$ cat config.mk
export PLATFORM = sky130hd
export DESIGN_NAME = variance_unit
export DESIGN_NICKNAME = d
export VERILOG_FILES = /design/src/rtl/variance_unit.sv
export SDC_FILE = /design/constraint.sdc
export NUM_CORES = 2
export LEC_CHECK = 0
export CORE_MARGIN = 1
export CORE_UTILIZATION = 58
export CTS_CLUSTER_SIZE = 14
export DETAILED_ROUTE_END_ITERATION = 7
export GPL_ROUTABILITY_DRIVEN = 0
export MAX_ROUTING_LAYER = met4
export PLACE_DENSITY_LB_ADDON = 0.05
export SLEW_MARGIN = 10
export SYNTH_ARGS = -nofsm -noshare
export SYNTH_HDL_FRONTEND = slang
export SYNTH_SLANG_ARGS = --single-unit
export TNS_END_PERCENT = 1
$ cat constraint.sdc
create_clock -name clk -period 15.6 [get_ports clk]
set_input_delay 3.12 -clock clk [delete_from_list [all_inputs] [get_ports clk]]
set_output_delay 3.12 -clock clk [all_outputs]
set_load 0.05 [all_outputs]
$ cat src/rtl/variance_unit.sv
// variance_unit: buffers one sample block, replays it against the block mean and
// divides the squared-deviation sum by the length. Option: VARIANCE_ROUND_EN.
module variance_unit #(
  parameter int frac_bits = 8,
  parameter int max_len   = 64
) (
  input  logic        clk,
  input  logic        reset,
  input  logic [31:0] data_len,
  input  logic [31:0] data_in,
  input  logic        valid,
  input  logic        start_data,
  input  logic [31:0] mean_in,
  input  logic        mean_valid,
  output logic [31:0] variance,
  output logic        variance_valid,
  output logic        busy
);
  localparam int AW    = (max_len > 1) ? $clog2(max_len) : 1;
  localparam int LW    = $clog2(max_len + 1);
  localparam int ACC_W = 64 + $clog2(max_len);
  localparam int AW1   = ACC_W + 1;
  localparam int CW    = $clog2(ACC_W + max_len + 4);

  typedef enum logic [2:0] {
    IDLE, COLLECT, WAIT_MEAN, ACCUM, DIVIDE, DONE
  } state_t;

  state_t           state_q, state_d;
  logic [LW-1:0]    len_q, len_d;
  logic [CW-1:0]    cnt_q, cnt_d;
  logic [ACC_W-1:0] acc_q, acc_d;
  logic [ACC_W-1:0] rem_q, rem_d;
  logic [31:0]      mean_q, mean_d;
  logic             mflag_q, mflag_d;
  logic [31:0]      var_q, var_d;
  logic             vv_q, vv_d;
  logic             rd_vld_q, rd_vld_d;
  logic             sq_vld_q, sq_vld_d;
  logic [63:0]      sq_q, sq_d;
  logic [31:0]      rdata_q;

  logic [31:0]      mem [max_len];
  logic             we;
  logic [AW-1:0]    waddr;
  logic [AW-1:0]    raddr;
  logic [LW-1:0]    len_in;
  logic [ACC_W-1:0] divisor;
  logic [31:0]      data_sh;
  logic [32:0]      diff;
  logic [31:0]      mag;
  logic [AW1-1:0]   sum;
  logic [AW1-1:0]   rem_sh;
`ifdef VARIANCE_ROUND_EN
  logic [AW1-1:0]   rnd;
`endif

  assign len_in  = (data_len > 32'(max_len)) ? LW'(max_len)
                                             : data_len[LW-1:0];
  assign divisor = ACC_W'(len_q) << frac_bits;
  assign raddr   = cnt_q[AW-1:0];

  // Square path: one stage behind the RAM read.
  always_comb begin
    data_sh  = rdata_q << frac_bits;
    diff     = {1'b0, data_sh} - {1'b0, mean_q};
    mag      = diff[32] ? (~diff[31:0] + 32'd1) : diff[31:0];
    sq_d     = 64'(mag) * 64'(mag);
    rd_vld_d = (state_q == ACCUM) && (cnt_q < CW'(len_q));
    sq_vld_d = rd_vld_q;
  end

  always_comb begin
    state_d = state_q;
    len_d   = len_q;
    cnt_d   = cnt_q;
    acc_d   = acc_q;
    rem_d   = rem_q;
    mean_d  = mean_q;
    mflag_d = mflag_q;
    var_d   = var_q;
    vv_d    = 1'b0;
    we      = 1'b0;
    waddr   = cnt_q[AW-1:0];
    sum     = '0;
    rem_sh  = {rem_q, acc_q[ACC_W-1]};
`ifdef VARIANCE_ROUND_EN
    rnd     = '0;
`endif
    if (state_q != IDLE && mean_valid) begin
      mean_d  = mean_in;
      mflag_d = 1'b1;
    end
    unique case (state_q)
      IDLE: begin
        if (start_data && valid && data_len != 32'd0) begin
          we      = 1'b1;
          waddr   = '0;
          len_d   = len_in;
          acc_d   = '0;
          mflag_d = 1'b0;
          cnt_d   = CW'(1);
          state_d = (len_in == LW'(1)) ? WAIT_MEAN : COLLECT;
        end
      end
      COLLECT: begin
        if (valid) begin
          we    = 1'b1;
          cnt_d = cnt_q + CW'(1);
          if (cnt_q + CW'(1) == CW'(len_q)) begin
            cnt_d   = '0;
            state_d = (mflag_q || mean_valid) ? ACCUM : WAIT_MEAN;
          end
        end
      end
      WAIT_MEAN: begin
        if (mflag_q) begin
          cnt_d   = '0;
          state_d = ACCUM;
        end
      end
      ACCUM: begin
        if (sq_vld_q) begin
          sum   = {1'b0, acc_q} + AW1'(sq_q);
          acc_d = sum[ACC_W] ? '1 : sum[ACC_W-1:0];
        end
        if (cnt_q == CW'(len_q) + CW'(1)) begin
`ifdef VARIANCE_ROUND_EN
          rnd   = {1'b0, acc_d} + {1'b0, divisor >> 1};
          acc_d = rnd[ACC_W] ? '1 : rnd[ACC_W-1:0];
`endif
          rem_d   = '0;
          cnt_d   = '0;
          state_d = DIVIDE;
        end else begin
          cnt_d = cnt_q + CW'(1);
        end
      end
      DIVIDE: begin
        // acc shifts out the dividend and shifts in quotient bits.
        if (rem_sh >= AW1'(divisor)) begin
          rem_d = ACC_W'(rem_sh - AW1'(divisor));
          acc_d = {acc_q[ACC_W-2:0], 1'b1};
        end else begin
          rem_d = rem_sh[ACC_W-1:0];
          acc_d = {acc_q[ACC_W-2:0], 1'b0};
        end
        cnt_d = cnt_q + CW'(1);
        if (cnt_q == CW'(ACC_W - 1)) begin
          cnt_d   = '0;
          state_d = DONE;
        end
      end
      DONE: begin
        var_d   = (|acc_q[ACC_W-1:32]) ? '1 : acc_q[31:0];
        vv_d    = 1'b1;
        state_d = IDLE;
      end
      default: state_d = IDLE;
    endcase
  end

  always_ff @(posedge clk) begin
    if (!reset) begin
      state_q  <= IDLE;
      len_q    <= '0;
      cnt_q    <= '0;
      acc_q    <= '0;
      rem_q    <= '0;
      mean_q   <= '0;
      mflag_q  <= 1'b0;
      var_q    <= '0;
      vv_q     <= 1'b0;
      rd_vld_q <= 1'b0;
      sq_vld_q <= 1'b0;
      sq_q     <= '0;
    end else begin
      state_q  <= state_d;
      len_q    <= len_d;
      cnt_q    <= cnt_d;
      acc_q    <= acc_d;
      rem_q    <= rem_d;
      mean_q   <= mean_d;
      mflag_q  <= mflag_d;
      var_q    <= var_d;
      vv_q     <= vv_d;
      rd_vld_q <= rd_vld_d;
      sq_vld_q <= sq_vld_d;
      sq_q     <= sq_d;
    end
  end

  always_ff @(posedge clk) begin
    if (we) mem[waddr] <= data_in;
    rdata_q <= mem[raddr];
  end

  assign variance       = var_q;
  assign variance_valid = vv_q;
  assign busy           = (state_q != IDLE);
endmodule

==> results by group <==
Outcome
  • Status: complete, no violations

Worst hold path
  • Worst hold path startpoint: rd_vld_q
  • Hold worst-path end: sq_vld_q
  • Hold path depth: 1
  • HP Class: reg2reg

Timing
  • Worst-margin pin slew: 1.26 ns
  • Post-route clock period utilization: 0.851
  • Fin Hold WS: 0.434 ns
  • Setup TNS: 0 ns
  • Final Critical Period: between 10 and 15 ns
  • FMAX: 75.4 MHz
  • RSZ-0062 raised after global routing: false
  • Post-Route Skew: 0.0591 ns
  • Hold Fails Final Rpt: 0
  • Max-slew violation count: 0
  • Final setup violating endpoints: 0
  • Relative slew slack: 0.161

CTS
  • Clk pin slew, worst setup/hold paths: 0.06 ns
  • Post-CTS Resized: 0
  • TritonCTS Buffers: 184
  • Root buffer cell: clkbuf_16
  • Clock Sinks: 1849
  • Cts hold-fix bufs: 0
  • CTS HTree Levels: 4
  • Post-CTS setup buffers: 0
  • Clock latency on the worst-skew pair: between 0.8 and 0.9 ns
  • CTS tree: built
  • Max Root-Sink Buffers: 3

Floorplan
  • Row Count: 156
  • Die area: 184000 sq um
  • Die width: 430 microns
  • Top Ports: 135
  • Initial core utilization: 0.585
  • Core Region: 181000 sq um
  • Vert. Die Dim: 430 microns

Final layout
  • Post-layout nets: 9232
  • # fillers: 13400
  • Register Area: 52400 sq um
  • Area taken by multi-input logic gates: between 40000 and 50000 sq um
  • Area Growth Syn to Fin: 9.70%
  • Share of cells above drive strength 1: 0.137

Synth
  • Yosys reg bits: 1849
  • Most frequent cells after synthesis: 1536 x edfxtp_1, 1057 x inv_1, 804 x fa_1
  • Most frequent cell after synthesis: edfxtp_1
  • Mapped Nets: 9139
  • Seq/Total Area, Yosys: 0.494
  • Post-synth top area share: 0.435
  • Number of synthesized flops with an enable pin: 1536
  • Commonest register cell after synthesis: edfxtp_1
  • Distinct cells, synth: ~100
  • Syn Area/Cell: 13.5 sq um
  • Largest cells by area after synthesis: edfxtp_1 44%, fa_1 15%, mux4_2 11%
  • Netlist Area Pre-Place: 106000 sq um
  • Synth warn: 0
  • Async S/R FF share, synth: 0
  • Syn Inst Count: 7855
  • Cell taking the most area after synthesis: edfxtp_1

Global routing
  • Pin count of the biggest net entering global routing: ~130
  • Gr ovfl total: 0
  • Global-route wire length before repair: 420000 microns
  • Antenna violations before repair: 17
  • GRT Util Overall: 0.320
  • Number of global-route vias before repair: 66100

Drt
  • TritonRoute pass-1 iters: 6
  • Via count: 64100
  • Vias per Instance: a little over 6
  • DRC viols: 0
  • Routed Antenna Nets: 0
  • Total wire length: 281000 microns
  • Routed WL per cell: 26.8 microns
  • First DRT Iteration DRCs: 5734

Critical path
  • CP Capture Type: register
  • Data required, critical path: 16.36 ns
  • Crit path DAT: 14.03 ns
  • Critical Path Source Type: register
  • CP Class: reg2reg
  • RR Endpoint: sq_q[62]
  • CP max-delay cell: clkinv_1
  • Critical Path Max Stage Delay: about 0.98 ns
  • Reg-to-reg slack, setup: about 2.3 ns
  • FF-to-FF path depth: slightly above 40
  • Reg-to-Reg Start: mean_q[0]
  • CP max FO: 25

Job
  • Max-cap violations: 0

Placed design
  • Dpl hpwl: 187000 microns
  • I/O Buffers: ~130
## through the flow
stage               cells  utilization  instance area [sq um]  worst slack [ns]
CTS                 10500        0.642                 116000              2.45
detailed placement  10100        0.609                 110000              2.50
global route        10500        0.642                 116000              1.80
global placement    10100        0.609                 110000              2.64
finish              10500        0.642                 116000              2.33
floorplan            7855            -                 106000              4.44
## critical path: cells and delay by family (launching register included)
kind	cells	cell delay [ns]
compound gates	9	2.50
xor+xnor	1	0.16
fa+ha+maj	10	4.55
buf+inv	11	2.48
flops	1	0.32
simple gates	10	3.15
## sequential cells by signal (all words and copies together) (netlist names), 3 cells and up
name      flops
acc_q        70
mean_q       32
rdata_q      24
cnt_q         8
variance     32
sq_q         63
mem        1536
rem_q        70
state_q       3
len_q         7
## worst max-delay path by stage
stage | slack (ns) | endpoint | startpoint
after floorplan | 4.44 | sq_q[62] | mean_q[0]
after global placement | 2.64 | sq_q[62] | mean_q[19]
after detailed placement | 2.50 | sq_q[62] | mean_q[0]
after CTS | 2.45 | sq_q[62] | mean_q[0]
after global routing | 1.80 | sq_q[62] | mean_q[19]
final | 2.33 | sq_q[62] | mean_q[0]
## cell usage in the layout (no fill, tap or decap), types with 115 or more instances in the layout
cell type and n:
a21oi_1 330, mux4_2 504, buf_4 150, xnor2_1 138, nand2_1 507, edfxtp_1 1536
nor2_1 558, inv_1 1056, clkbuf_16 186, o21ai_0 260, dfxtp_1 307, ha_1 379
fa_1 804, a21o_1 115
## cell type report
class	instances	share of cell area
Inverter	1073	0.0347
Clock inverter	102	0.00910
Tap cell	2370	0.0255
Timing Repair Buffer	280	0.0201
Sequential cell	1849	0.451
Clock buffer	235	0.0423
Antenna cell	10	0.000215
Multi-Input combinational cell	4560	0.417
## routing by layer
metal / routed length, microns / part of all wire / GRT usage
met5: 0 / 0 / -
met4: 13600 / 0.049 / 0.134
met3: 19500 / 0.070 / 0.0497
met2: 140000 / 0.50 / 0.523
met1: 107000 / 0.38 / 0.399
## kinds of logic after synthesis
kind of cell,Yosys count,share of synthesized area
multiplexers,518,0.108
flip-flops,1849,0.494
AO/OA/AOI/OAI,1029,0.0605
XOR/XNOR,262,0.0222
adder cells (fa/ha/maj),1183,0.197
buffers and inverters,1446,0.0516
AND/OR/NAND/NOR,1568,0.0665
Power is not shown: default switching activity piles up to over one toggle a cycle in this logic, so the estimate is an artifact.
